## config.mk

```make
export PLATFORM = sky130hd
export DESIGN_NAME = stream_xbar_rr
export DESIGN_NICKNAME = d
export VERILOG_FILES = /design/src/rtl/stream_xbar_rr.sv
export SDC_FILE = /design/constraint.sdc
export NUM_CORES = 1
export LEC_CHECK = 0
export ABC_AREA = 1
export ABC_CLOCK_PERIOD_IN_PS = 3900
export CAP_MARGIN = 10
export CORE_UTILIZATION = 52
export DETAILED_ROUTE_END_ITERATION = 7
export PLACE_DENSITY = 0.93
export SETUP_SLACK_MARGIN = 0.4
export SKIP_LAST_GASP = 1
export SYNTH_ARGS = -nofsm -noshare
export SYNTH_HDL_FRONTEND = slang
export SYNTH_SLANG_ARGS = --single-unit
```

## constraint.sdc

```tcl
create_clock -name clk -period 3.9 [get_ports clk]
set_input_delay 1.17 -clock clk [delete_from_list [all_inputs] [get_ports clk]]
set_output_delay 1.17 -clock clk [all_outputs]
set_load 0.03 [all_outputs]
```

## src/rtl/stream_xbar_rr.sv

```systemverilog
// stream_xbar_rr
//   Packet-aware stream crossbar. Each of S_DATA_COUNT input streams carries
//   packets tagged with a destination index. Each of the M_DATA_COUNT outputs
//   has its own round-robin arbiter. The arbiter stays locked to one source
//   from the first beat of a packet through its last beat. Each output drives
//   its sink from a one-entry register slice.
//   Packets whose destination does not exist are discarded (DROP_INVALID=1)
//   or are held off indefinitely (DROP_INVALID=0).
//
// Ports
//   clk, rst      : rising-edge clock, synchronous active-high reset
//   s_data_i      : per-input payload, input i at [i*T_DATA_WIDTH +: T_DATA_WIDTH]
//   s_dest_i      : per-input destination, sampled only on the first beat
//   s_last_i      : per-input end-of-packet flag
//   s_valid_i     : per-input beat valid
//   s_ready_o     : per-input ready (combinational from state and m_ready_i)
//   m_data_o      : per-output payload (registered)
//   m_id_o        : per-output index of the source input (registered)
//   m_last_o      : per-output end-of-packet flag (registered)
//   m_valid_o     : per-output beat valid (registered)
//   m_ready_i     : per-output downstream ready
//   drop_o        : one-cycle pulse after input i finishes a discarded packet
module stream_xbar_rr #(
  parameter int T_DATA_WIDTH = 8,
  parameter int S_DATA_COUNT = 2,
  parameter int M_DATA_COUNT = 3,
  parameter bit DROP_INVALID = 1'b1,
  localparam int T_ID___WIDTH = (S_DATA_COUNT > 1) ? $clog2(S_DATA_COUNT) : 1,
  localparam int T_DEST_WIDTH = (M_DATA_COUNT > 1) ? $clog2(M_DATA_COUNT) : 1
) (
  input  logic                                   clk,
  input  logic                                   rst,
  input  logic [S_DATA_COUNT*T_DATA_WIDTH-1:0]   s_data_i,
  input  logic [S_DATA_COUNT*T_DEST_WIDTH-1:0]   s_dest_i,
  input  logic [S_DATA_COUNT-1:0]                s_last_i,
  input  logic [S_DATA_COUNT-1:0]                s_valid_i,
  output logic [S_DATA_COUNT-1:0]                s_ready_o,
  output logic [M_DATA_COUNT*T_DATA_WIDTH-1:0]   m_data_o,
  output logic [M_DATA_COUNT*T_ID___WIDTH-1:0]   m_id_o,
  output logic [M_DATA_COUNT-1:0]                m_last_o,
  output logic [M_DATA_COUNT-1:0]                m_valid_o,
  input  logic [M_DATA_COUNT-1:0]                m_ready_i,
  output logic [S_DATA_COUNT-1:0]                drop_o
);

  localparam int IW = T_ID___WIDTH;
  localparam int DW = T_DEST_WIDTH;
  // Number of outputs at destination width + 1, used to detect invalid dest.
  localparam logic [DW:0] M_LIM = M_DATA_COUNT[DW:0];

  typedef enum logic [0:0] {ST_IDLE = 1'b0, ST_LOCKED = 1'b1} state_t;

  state_t                                r_state [M_DATA_COUNT];
  logic [IW-1:0]                         r_grant [M_DATA_COUNT];
  logic [IW-1:0]                         r_ptr   [M_DATA_COUNT];
  logic [M_DATA_COUNT-1:0][T_DATA_WIDTH-1:0] r_data;
  logic [M_DATA_COUNT-1:0][IW-1:0]       r_id;
  logic [M_DATA_COUNT-1:0]               r_last;
  logic [M_DATA_COUNT-1:0]               r_valid;
  logic [S_DATA_COUNT-1:0]               r_drop;
  logic [S_DATA_COUNT-1:0]               r_drop_pulse;

  logic [DW-1:0]                         w_dest  [S_DATA_COUNT];
  logic [DW-1:0]                         w_owner [S_DATA_COUNT];
  logic [S_DATA_COUNT-1:0]               w_owned;
  logic [S_DATA_COUNT-1:0]               w_free;
  logic [S_DATA_COUNT-1:0]               w_inv;
  logic [M_DATA_COUNT-1:0]               w_found;
  logic [IW-1:0]                         w_sel   [M_DATA_COUNT];
  logic [M_DATA_COUNT-1:0]               w_acc;
  logic [M_DATA_COUNT-1:0]               w_acc_last;

  assign m_data_o  = r_data;
  assign m_id_o    = r_id;
  assign m_last_o  = r_last;
  assign m_valid_o = r_valid;
  assign drop_o    = r_drop_pulse;

  // Input-side status: which output owns each input, and whether it is free.
  always_comb begin
    w_owned = '0;
    for (int i = 0; i < S_DATA_COUNT; i++) begin
      w_dest[i]  = s_dest_i[i*DW +: DW];
      w_owner[i] = '0;
      for (int j = 0; j < M_DATA_COUNT; j++) begin
        logic hit;
        hit        = (r_state[j] == ST_LOCKED) && (r_grant[j] == IW'(i));
        w_owned[i] = w_owned[i] | hit;
        w_owner[i] = hit ? DW'(j) : w_owner[i];
      end
      w_free[i] = ~w_owned[i] & ~r_drop[i];
      // A free, valid input whose destination is not an existing output.
      w_inv[i]  = s_valid_i[i] & w_free[i] & ({1'b0, w_dest[i]} >= M_LIM);
    end
  end

  // Ready: dropping inputs always accept; owned inputs follow their slice.
  always_comb begin
    s_ready_o = '0;
    for (int i = 0; i < S_DATA_COUNT; i++) begin
      logic slot_open;
      slot_open    = ~r_valid[w_owner[i]] | m_ready_i[w_owner[i]];
      s_ready_o[i] = ~rst & (r_drop[i] | (w_owned[i] & slot_open));
    end
  end

  // Round-robin search per output, starting at its pointer.
  always_comb begin
    for (int j = 0; j < M_DATA_COUNT; j++) begin
      w_found[j] = 1'b0;
      w_sel[j]   = '0;
      for (int k = 0; k < S_DATA_COUNT; k++) begin
        logic [IW-1:0] idx;
        logic          req;
        idx        = IW'((int'(r_ptr[j]) + k) % S_DATA_COUNT);
        req        = ~w_found[j] & s_valid_i[idx] & w_free[idx] & (w_dest[idx] == DW'(j));
        w_sel[j]   = req ? idx : w_sel[j];
        w_found[j] = w_found[j] | req;
      end
    end
  end

  // Beat acceptance per output: locked source valid and slice can take it.
  always_comb begin
    for (int j = 0; j < M_DATA_COUNT; j++) begin
      w_acc[j]      = (r_state[j] == ST_LOCKED) & s_valid_i[r_grant[j]] &
                      (~r_valid[j] | m_ready_i[j]);
      w_acc_last[j] = w_acc[j] & s_last_i[r_grant[j]];
    end
  end

  // Per-output arbitration FSM and output register slice.
  always_ff @(posedge clk) begin
    if (rst) begin
      for (int j = 0; j < M_DATA_COUNT; j++) begin
        r_state[j] <= ST_IDLE;
        r_grant[j] <= '0;
        r_ptr[j]   <= '0;
      end
      r_data  <= '0;
      r_id    <= '0;
      r_last  <= '0;
      r_valid <= '0;
    end else begin
      for (int j = 0; j < M_DATA_COUNT; j++) begin
        case (r_state[j])
          ST_IDLE: begin
            if (w_found[j]) begin
              r_state[j] <= ST_LOCKED;
              r_grant[j] <= w_sel[j];
            end
          end
          ST_LOCKED: begin
            if (w_acc_last[j]) begin
              r_state[j] <= ST_IDLE;
              // Next search starts just after the source that was served.
              r_ptr[j]   <= (r_grant[j] == IW'(S_DATA_COUNT - 1)) ? '0 : r_grant[j] + 1'b1;
            end
          end
          default: r_state[j] <= ST_IDLE;
        endcase

        if (w_acc[j]) begin
          r_data[j]  <= s_data_i[r_grant[j]*T_DATA_WIDTH +: T_DATA_WIDTH];
          r_last[j]  <= s_last_i[r_grant[j]];
          r_id[j]    <= r_grant[j];
          r_valid[j] <= 1'b1;
        end else if (m_ready_i[j]) begin
          r_valid[j] <= 1'b0;
        end
      end
    end
  end

  // Per-input discard state for packets addressed to a missing output.
  always_ff @(posedge clk) begin
    if (rst) begin
      r_drop       <= '0;
      r_drop_pulse <= '0;
    end else begin
      for (int i = 0; i < S_DATA_COUNT; i++) begin
        if (r_drop[i]) begin
          // Ready is high throughout discard, so valid&last is the final beat.
          r_drop[i]       <= ~(s_valid_i[i] & s_last_i[i]);
          r_drop_pulse[i] <= s_valid_i[i] & s_last_i[i];
        end else begin
          r_drop[i]       <= DROP_INVALID & w_inv[i];
          r_drop_pulse[i] <= 1'b0;
        end
      end
    end
  end

endmodule

```

* Yosys cells after proc, flatten, opt, wreduce, memory -nomap -nowiden
Memory sizes are Yosys's and may differ from the RTL's.
Cells that the tools add are included.
** Word-level totals
- Memory bits (writable) :: 9
- Memories :: 3
- Flip-flop bits (word level) :: 37
- Word-level logic and storage cells :: 270
- Output and inout port bits :: 37
** Cells by class
- Shifts and indexed selects :: 3
- Eq/ne operators :: 4
- Add/subtract/negate cells :: 6
- Multiplexer cells :: 121
- Bitwise operators :: 86
- Reduce and logical (&&, ||, !) cells :: 13
- Order comparisons :: 19
** Memory list
- r_grant :: words 3, bits a word 1, rd ports 3, clocked after Yosys merged registers in 0, write ports 3, line 54 : logic [IW-1:0] r_grant [M_DATA_COUNT];
- r_ptr :: words 3, bits a word 1, rd ports 3, clocked after Yosys merged registers in 0, write ports 3, line 55 : logic [IW-1:0] r_ptr [M_DATA_COUNT];
- r_state :: words 3, bits a word 1, rd ports 3, clocked after Yosys merged registers in 0, write ports 3, line 53 : state_t r_state [M_DATA_COUNT];
** Operators by type and width (number)
- $mux 1 :: 97
- $shiftx 16x5->8 :: 3
- $mux 2 :: 20
- $and 1x1->1 :: 36
- $or 1x1->1 :: 26
- $lt 1x2->1 const B :: 9
- $not 1->1 :: 18
- $ge 2x2->1 const B :: 8
- $not 1->2 :: 6
- $bmux 1 s2 :: 4
- $add 1x1->1 const B :: 6
- $logic_and 1x1->1 :: 6
- $lt 2x3->1 const B :: 2
- $reduce_bool 2->1 :: 3
- $eq 2x1->1 const B :: 2
- $eq 2x2->1 const B :: 2
- $logic_not 2->1 :: 2
- $reduce_or 2->1 :: 2

* Depth between registers and ports, before layout
Gate-level depths: netlist of the first run.
- Word-level depth :: 21
- Depth in mapped cells :: 12
- Gate-level depth less buffers :: 12

* Worst setup path before layout of the first run
Ideal clock, no wire load.
- Path kind :: input to output
- Start point :: in rst
- End point :: out s_ready_o[0]
- Setup slack :: 740 ps
- Arrival :: 1990 ps
- Stages on the path :: 5
- Path buffers :: 2
- Path through :: inv_1 > buf_2 > clkbuf_1 > nand2_1 > nand2_1
** Between the ends
- Cells in the longest elaborated chain, start to end :: 2
** RTL lines
- start, declared :: line 32 : input logic rst,
- $not 1->1 :: line 103 : s_ready_o[i] = ~rst & (r_drop[i] | (w_owned[i] & slot_open));
- $and 1x1->1 :: line 103
- end, declared :: line 37 : output logic [S_DATA_COUNT-1:0] s_ready_o,
Every way passes these cells.

* Worst setup path in the final report of the first run
- Start point :: in m_ready_i[0]
- End point :: out s_ready_o[0]
** Between the ends
- Cells in the longest elaborated chain, start to end :: 6
** RTL lines
- start, declared :: line 42 : input logic [M_DATA_COUNT-1:0] m_ready_i,
- $bmux 1 s2 :: line 102 : slot_open = ~r_valid[w_owner[i]] | m_ready_i[w_owner[i]];
- $mux 1 (not written as such) :: line 102
- $or 1x1->1 :: line 102
- $and 1x1->1 :: line 103
- $or 1x1->1 :: line 103
- $and 1x1->1 :: line 103
Every way passes these cells. The select of a mux whose other input is x is not followed.

==> results of run 1 <==
## metal layers
| metal | wire, µm | up-vias | track usage |
|---|---|---|---|
| li1 | - | 1213 | - |
| met1 | 2610 | 1158 | 0.322 |
| met2 | 3450 | 157 | 0.483 |
| met3 | 538 | 42 | 0.0462 |
| met4 | 332 | 0 | 0.151 |
| met5 | 0 | - | 0 |
## per-stage QoR
step / cell area, µm² / std cells
2_1_floorplan: 2430 / 331
3_3_place_gp: 3070 / 437
3_5_place_dp: 3070 / 437
4_1_cts: 3180 / 445
5_1_grt: 3190 / 446
6_report: 3190 / 446
## synth_stat cells (all sizes together)
master	count	area, µm²
o211ai	1	7.51
o311ai	1	8.76
buf	9	76.3
nor3	5	30.0
clkbuf	6	22.5
inv	38	143
nand3b	1	7.51
nor2	22	97.6
a31oi	24	150
o21ai	36	180
dfxtp	38	761
edfxtp	8	240
o22ai	4	43.8
a21oi	11	62.6
nand2	110	450
o211a	1	10.0
nand4	2	27.5
nand3	14	108
## timing repair
action                                  CTS  global route
endpoints found under the setup margin    2             2
pin swaps                                 0             1
hold buffers                              0             0
resized for setup                         1             6
setup buffers                             0             1
## how the worst min path moves through the flow
stage	start	to	depth (start not counted)	slack, ns
3_5_place_dp	m_last_o[0]	m_last_o[0]	2	0.46
2_1_floorplan	r_drop[0]	drop_o[0]	2	0.47
3_3_place_gp	m_last_o[1]	m_last_o[1]	2	0.46
4_1_cts	m_last_o[1]	m_last_o[1]	2	0.48
6_report	m_last_o[1]	m_last_o[1]	2	0.48
5_1_grt	m_last_o[0]	m_last_o[0]	2	0.51
## state kept, by name, summed over array words and instances (netlist names)
signal,flops
r_grant,3
m_id_o,3
r_ptr,3
drop_o,2
r_state,3
m_data_o,24
m_valid_o,3
m_last_o,3
r_drop,2
## layout by cell type, fill, tap and decap left out, drive strengths merged
| master | synthesis | routed |
|---|---|---|
| o211ai | 1 | 1 |
| nand3 | 14 | 14 |
| nand3b | 1 | 1 |
| o311ai | 1 | 1 |
| clkdlybuf4s50 | 0 | 63 |
| inv | 38 | 37 |
| nand4 | 2 | 2 |
| buf | 9 | 7 |
| nor3 | 5 | 5 |
| o21ai | 36 | 36 |
| dfxtp | 38 | 38 |
| edfxtp | 8 | 8 |
| clkinvlp | 0 | 2 |
| nor2 | 22 | 22 |
| nand2 | 110 | 110 |
| a31oi | 24 | 24 |
| o211a | 1 | 1 |
| o22ai | 4 | 4 |
| a21oi | 11 | 11 |
| clkbuf | 6 | 7 |
## power breakdown
part | total [mW] | internal (mW) | leakage (nW) | switching, mW
clock network | 0.334 | 0.166 | 0.0496 | 0.168
registers | 0.565 | 0.530 | 0.394 | 0.0353
logic | 0.386 | 0.148 | 0.984 | 0.239
total | 1.29 | 0.843 | 1.43 | 0.442
## critical path, delay by kind of cell
kind / cells / cell delay, ns
compound gates: 3 / 0.30
buf+inv: 2 / 0.60
simple gates: 3 / 0.22
## layout make-up
class,instances,area (µm²)
clock buffer,7,97.6
multi-input combinational,232,1190
fill,326,1220
clock inverter,1,7.51
sequential,46,1000
tap,52,65.1
timing repair buffer,70,687
inverter,38,146
## cells by family after synthesis
family	share of synthesized area
simple gates	0.297
buf+inv	0.0995
flops	0.413
compound gates	0.191
==> metrics, run 1 <==
run status=finished, final reports clean; minimum clock period=~3.5 ns; via count=2570; later-pin clock latency in the skew report=about 0.31 ns; Reg2Reg Launch Point=r_grant[0][2]; R2R depth=10; total wire length after detailed routing=6920 µm; endpoint of the most critical register-to-register path=r_grant[0][2]; f_max=just under 0.3 GHz; cell area after technology mapping=2430 µm²; worst hold path class=reg -> reg; Setup crit end kind=output pin; Fin Clk Skew=0.00495 ns; net count of the finished layout=422; post-route setup TNS=0 ns; Via density=5.76; pin count of the biggest net entering global routing=34; cell leakage power=1.43 nW; slowest stage delay, CP=0.47 ns; Arr. time, crit path=2.29 ns; clock slew at reported path FFs=0.08 ns; final count of hold timing violations=0; end of the critical path=s_ready_o[0]; area of the die=4940 µm²; # Max-Cap Violations=0; synth warn=0; Longest Clk Path Bufs=2; post-synth net total=between 300 and 400; drt first-iter violations=180; final core utilization=0.723; average cell area after synthesis=7.33 µm²; endpoints failing setup=0; crit share post-route=0.887; y dimension of the die=between 70 and 80 µm; placement-stage worst setup slack=around 0.37 ns; Yosys reg bits=46; top-level I/O count=66; placement row count=24; via count of the first global-routing pass=2422; area growth from synthesis to final layout=31.6%; element type at the critical path start=input port; width of the die=70.3 µm; clk sinks=46; series of cell instances along the critical path=clkdlybuf4s50_1 -> nor2_2 -> a21oi_1 -> o21ai_1 -> o21ai_1 -> nand3b_1 -> nand2_1 -> buf_6; setup slack of the most critical reg-to-reg path=1.54 ns; Crit path required time=approximately 2.7 ns; min setup slack post-route=about 0.44 ns; unrepaired setup endpoints after global routing=true; slowest stage cell on the critical path=sky130_fd_sc_hd__clkdlybuf4s50_1; H-tree depth reported by CTS=2; Cell variety after synth=33; core footprint=between 4000 and 5000 µm²; Port Buffer Count=65; number of design rule violations left after detail routing=0; critical path startpoint=m_ready_i[0]; sequential cell area fraction in the yosys report=0.413; DR WL/cell=15.5 µm; Worst Setup Path Type=in -> out; overall power consumption=between 1 and 1.5 mW; largest fanout of any net on the critical path=4; final worst hold slack=0.481 ns; 1st-pass router iterations=5; fraction of final layout cells sized beyond drive strength 1=0.127; GRT Resource Usage Total=0.278; Most Frequent Cell on Critical Path=sky130_fd_sc_hd__o21ai_1; cell chosen for the clock root=sky130_fd_sc_hd__clkbuf_8; number of pins with negative max-slew slack in the final report=0; number of diodes added for antenna fixing=0; placer's final routability congestion estimate=0.949; CTS tree=done; power per unit of standard cell area=403 nW/µm²; DP HPWL=4740 µm; maximum vdd ir drop=0.224 mV; Mapped Cells=331; wire length of the first global-routing pass=10900 µm; clock buffer count from CTS=5; initial core utilization=0.550; total grt overflow=0; remaining number of nets flagged by the antenna check after routing=0; Worst-Margin Slew=0.562 ns; number of antenna violations at the first check in global routing=0; Worst slew margin=0.625
(Power assumes the default switching activity.)
==> run 2, diff against run 1 <==
--- a/config.mk
+++ b/config.mk
@@ -8,9 +8,9 @@
 export ABC_AREA = 1
 export ABC_CLOCK_PERIOD_IN_PS = 3900
 export CAP_MARGIN = 10
-export CORE_UTILIZATION = 52
+export CORE_UTILIZATION = 50
 export DETAILED_ROUTE_END_ITERATION = 7
-export PLACE_DENSITY = 0.93
+export PLACE_DENSITY = 0.9
 export SETUP_SLACK_MARGIN = 0.4
 export SKIP_LAST_GASP = 1
 export SYNTH_ARGS = -nofsm -noshare
==> metrics, run 2 (synthesized netlist as in run 1, its figures left out) <==
number of diodes added for antenna fixing=0; initial core utilization=0.539; drt first-iter violations=195; cell chosen for the clock root=sky130_fd_sc_hd__clkbuf_8; Port Buffer Count=65; DP HPWL=about 4600 µm; maximum vdd ir drop=0.181 mV; via count of the first global-routing pass=2408; Worst slew margin=0.688; combined flip-flop and latch cell area=around 1000 µm²; later-pin clock latency in the skew report=0.30 ns; H-tree depth reported by CTS=2; Arr. time, crit path=2.30 ns; element type at the critical path start=input port; area of the die=5130 µm²; largest fanout of any net on the critical path=4; via count=2485; 1st-pass router iterations=4; worst hold path class=reg -> reg; cell leakage power=1.46 nW; fraction of final layout cells sized beyond drive strength 1=0.129; pin count of the biggest net entering global routing=32; remaining number of nets flagged by the antenna check after routing=0; Setup crit end kind=output pin; # Max-Cap Violations=0; clock buffer count from CTS=5; y dimension of the die=71.7 µm; GRT Resource Usage Total=0.263; CTS tree=done; clk sinks=between 40 and 50; fill cell total of the finished layout=365; most common cell after layout, fill and taps aside=sky130_fd_sc_hd__nand2_1; placement row count=24; DR WL/cell=14.4 µm; commonest cells after routing, fill and taps aside=sky130_fd_sc_hd__nand2_1, sky130_fd_sc_hd__clkdlybuf4s50_1, sky130_fd_sc_hd__dfxtp_1; post-route setup TNS=0 ns; minimum clock period=roughly 3.5 ns; unrepaired setup endpoints after global routing=true; overall power consumption=1.30 mW; Worst Setup Path Type=in -> out; top-level I/O count=66; net count of the finished layout=424; Crit path required time=2.73 ns; run status=finished, final reports clean; total wire length after detailed routing=between 6000 and 7000 µm; endpoints failing setup=0; slowest stage cell on the critical path=sky130_fd_sc_hd__clkdlybuf4s50_1; wire length of the first global-routing pass=10600 µm; final count of hold timing violations=0; placer's final routability congestion estimate=0.965; Via density=5.55; Worst-Margin Slew=roughly 0.47 ns; Fin Clk Skew=0.00400 ns; hold buffer count at cts=0; power per unit of standard cell area=405 nW/µm²; series of cell instances along the critical path=clkdlybuf4s50_1 -> inv_1 -> nand2_2 -> o211ai_1 -> o21ai_1 -> nand3_1 -> nand2_1 -> buf_4; number of antenna violations at the first check in global routing=0; total buffers and inverters traversed by the critical path=3; final worst hold slack=about 0.47 ns; Longest Clk Path Bufs=2; core footprint=4500 µm²; crit share post-route=0.889; width of the die=71.7 µm; total grt overflow=0; kind of cell adding the most delay to the critical path=buffers and inverters; number of design rule violations left after detail routing=0; f_max=0.289 GHz; number of pins with negative max-slew slack in the final report=0; slowest stage delay, CP=around 0.4 ns; number of flip-flops under the largest register name=24; area growth from synthesis to final layout=32.5%; area of combinational cells with multiple inputs=1190 µm²; clock slew at reported path FFs=0.09 ns
run 2: cell count changes in the layout (fill, tap and decap cells not counted), sizes merged:
cell,change
clkinvlp,-2
inv,+2
clkdlybuf4s50,-1
clkbuf,-1
dlymetal6s2s,+1
buf,+2
bufinv,+1
run 2: area by class of cell:
class	instances	share of cell area
tap	52	0.0202
sequential	46	0.311
clock inverter	2	0.0113
inverter	38	0.0444
clock buffer	6	0.0226
timing repair buffer	72	0.219
multi-input combinational	232	0.371
run 2: path summary, 6_finish.rpt:
path                 startpoint            to  slack, ns  cells after the start
setup reg to reg  r_grant[0][0]    r_state[0]       1.84                      7
hold / removal      m_last_o[1]   m_last_o[1]       0.47                      2
setup / recovery   m_ready_i[1]  s_ready_o[1]       0.43                      8
hold reg to reg     m_last_o[1]   m_last_o[1]       0.47                      2
run 2: layer usage:
metal,up-vias,GRT usage,part of all wire
met2,100,0.433,0.48
met1,1136,0.328,0.42
li1,1224,-,-
met5,-,0,0
met4,0,0.142,0.038
met3,25,0.0464,0.064
run 2: report_power, final:
part | total, mW | switching, mW | internal, mW | leakage [nW]
clock | 0.357 | 0.165 | 0.192 | 0.0557
combinational | 0.387 | 0.239 | 0.149 | 1.01
sequential | 0.559 | 0.0286 | 0.530 | 0.394
total | 1.30 | 0.432 | 0.871 | 1.46
run 2: repair_timing:
item | CTS | global route
endpoints found under the setup margin | 2 | 2
resized for setup | 1 | 7
pin swaps | 0 | 4
buffers inserted | 0 | 1
run 2: metrics by stage:
| stage | std cells | setup slack [ns] | cell area, µm² | util |
|---|---|---|---|---|
| 3_3_place_gp | 439 | 0.410 | 3080 | 0.684 |
| 3_5_place_dp | 439 | 0.382 | 3080 | 0.684 |
| 2_1_floorplan | 331 | 0.740 | 2430 | - |
| 4_1_cts | 447 | 0.404 | 3190 | 0.709 |
| 6_report | 448 | 0.434 | 3220 | 0.714 |
| 5_1_grt | 448 | 0.375 | 3220 | 0.714 |
run 2: worst register-to-register path, cell delays in order, from the launching register on:
cell and delay, ns:
sky130_fd_sc_hd__edfxtp_1 0.39, sky130_fd_sc_hd__inv_1 0.33, sky130_fd_sc_hd__nand2_1 0.25, sky130_fd_sc_hd__o22ai_2 0.20, sky130_fd_sc_hd__nand2_2 0.14, sky130_fd_sc_hd__a21oi_2 0.19
sky130_fd_sc_hd__nand2_1 0.15, sky130_fd_sc_hd__nand3_1 0.13
==> run 3, diff against run 2 <==
--- a/config.mk
+++ b/config.mk
@@ -10,6 +10,7 @@
 export CAP_MARGIN = 10
 export CORE_UTILIZATION = 50
 export DETAILED_ROUTE_END_ITERATION = 7
+export GPL_ROUTABILITY_DRIVEN = 0
 export PLACE_DENSITY = 0.9
 export SETUP_SLACK_MARGIN = 0.4
 export SKIP_LAST_GASP = 1
==> metrics, run 3 (synthesized netlist as in run 1, its figures left out) <==
worst hold path depth=2; clk sinks=46; wire length of the first global-routing pass=10500 µm; total grt overflow=0; combined flip-flop and latch cell area=between 1000 and 1500 µm²; fill cell total of the finished layout=351; drt first-iter violations=194; CTS tree=done; total wire length after detailed routing=between 6000 and 7000 µm; minimum clock period=3.33 ns; via count of the first global-routing pass=around 2400; GRT Resource Usage Total=0.263; Switching Power=0.436 mW; Reg2Reg Launch Point=r_grant[0][0]; final count of hold timing violations=0; Arr. time, crit path=2.16 ns; number of pins with negative max-slew slack in the final report=0; unrepaired setup endpoints after global routing=false; width of the die=71.7 µm; area of the die=about 5100 µm²; slowest stage cell on the critical path=sky130_fd_sc_hd__edfxtp_1; maximum vdd ir drop=0.181 mV; fraction of final layout cells sized beyond drive strength 1=0.129; post-route setup TNS=0 ns; # Max-Cap Violations=0; hold buffer count at cts=0; series of cell instances along the critical path=inv_1 -> nand2_1 -> nand2_1 -> nor2_1 -> nand3b_1 -> nand2_1 -> buf_6; DR WL/cell=about 15 µm; Via density=about 5.6; net count of the finished layout=423; Setup crit end kind=output pin; placement row count=24; post-route cell area=3210 µm²; min setup slack post-route=0.574 ns; largest fanout of any net on the critical path=12; initial core utilization=0.539; cell chosen for the clock root=sky130_fd_sc_hd__clkbuf_8; core footprint=4500 µm²; final non-filler cell total=447; Worst-Margin Slew=0.482 ns; via count=2512; Crit path required time=2.73 ns; post-placement cell count=approximately 440; element type at the critical path start=flop; cell leakage power=~1.5 nW; later-pin clock latency in the skew report=0.30 ns; number of antenna violations at the first check in global routing=0; remaining number of nets flagged by the antenna check after routing=0; net switching fraction of the power=0.340; endpoint of the most critical register-to-register path=r_state[1]; top-level I/O count=66; fraction of power consumed by combinational cells=0.301; Longest Clk Path Bufs=2; y dimension of the die=71.7 µm; internal power component=0.844 mW; DP HPWL=4620 µm; area growth from synthesis to final layout=32.5%; Worst Setup Path Type=reg -> out; cell area after placement=3080 µm²; number of design rule violations left after detail routing=0; commonest cells after routing, fill and taps aside=sky130_fd_sc_hd__nand2_1, sky130_fd_sc_hd__clkdlybuf4s50_1, sky130_fd_sc_hd__dfxtp_1; Worst slew margin=0.679; final worst hold slack=0.474 ns; Hold EP=m_last_o[0]; kind of cell adding the most delay to the critical path=simple AND/OR/NAND/NOR gates; R2R depth=10; most common cell after layout, fill and taps aside=sky130_fd_sc_hd__nand2_1; clock buffer count from CTS=5; met1 wire length=2660 µm; logic depth of the worst setup path including buffers=7; H-tree depth reported by CTS=2; run status=finished, final reports clean; power share of the sequential group=0.438; setup slack of the most critical reg-to-reg path=1.55 ns; area of combinational cells with multiple inputs=~1200 µm²; placement-stage worst setup slack=around 0.32 ns; Fin Clk Skew=between 0.004 and 0.005 ns; pin count of the biggest net entering global routing=32; Port Buffer Count=65; endpoints failing setup=0; source of the worst hold timing path=m_last_o[0]; total buffers and inverters traversed by the critical path=2; met2 layer wire length in the routed design=roughly 3200 µm; top routing layer in use=met4; crit share post-route=0.853; share of total power in the clock network=0.260; Met3 Routed Length=~510 µm; 1st-pass router iterations=5; clock slew at reported path FFs=0.09 ns; f_max=~0.30 GHz; power per unit of standard cell area=398 nW/µm²; number of flip-flops under the largest register name=24; number of diodes added for antenna fixing=0; slowest stage delay, CP=between 0.6 and 0.7 ns; Most Frequent Cell on Critical Path=sky130_fd_sc_hd__nand2_1; worst hold path class=reg -> reg
[run 3: power groups by stage]
stage               registers (mW)  logic, mW  clock network, mW
CTS                          0.560      0.378              0.336
global placement             0.570      0.366                  0
finish                       0.561      0.386              0.333
global route                 0.566      0.414              0.351
detailed placement           0.571      0.374                  0
floorplan                    0.631      0.172                  0
[run 3: worst max-delay path by stage]
stage                        from            to  slack (ns)
floorplan                     rst  s_ready_o[0]        0.74
finish              r_grant[0][0]  s_ready_o[0]        0.57
global route        r_grant[0][0]  s_ready_o[0]        0.45
detailed placement   m_ready_i[0]  s_ready_o[1]        0.32
global placement     m_ready_i[0]  s_ready_o[0]        0.41
CTS                  m_ready_i[0]  s_ready_o[0]        0.40
[run 3: stage by stage]
stage	util	power, mW
after CTS	0.707	1.27
after detailed placement	0.683	0.945
after floorplan	-	0.803
after global placement	0.683	0.935
final	0.714	1.28
after global routing	0.714	1.33
[run 3: cell type report]
cell class	count	area share
Clock buffer	7	0.0304
Timing Repair Buffer	71	0.219
Multi-Input combinational cell	232	0.373
Clock inverter	1	0.00234
Tap cell	52	0.0202
Inverter	38	0.0444
Sequential cell	46	0.311
[run 3: metal layers]
layer	global-route usage	up-vias
li1	-	1221
met4	0.133	0
met5	0	-
met1	0.321	1145
met2	0.444	123
met3	0.0478	23
[run 3: timing repair]
action,4_1_cts,5_1_grt
setup buffers,0,1
pin swaps,1,4
endpoints found under the setup margin,2,2
gates resized for setup,2,8
[run 3: worst register-to-register path, cell delays in order (launching register included)]
cell and delay, ns:
sky130_fd_sc_hd__edfxtp_1 0.61, sky130_fd_sc_hd__inv_1 0.41, sky130_fd_sc_hd__nand2_1 0.23, sky130_fd_sc_hd__nand4_4 0.20, sky130_fd_sc_hd__nor2_1 0.07, sky130_fd_sc_hd__nor2_1 0.16
sky130_fd_sc_hd__nand2_1 0.09, sky130_fd_sc_hd__nand2_2 0.11, sky130_fd_sc_hd__nand3_2 0.07, sky130_fd_sc_hd__nor2_2 0.10, sky130_fd_sc_hd__nor2_1 0.04
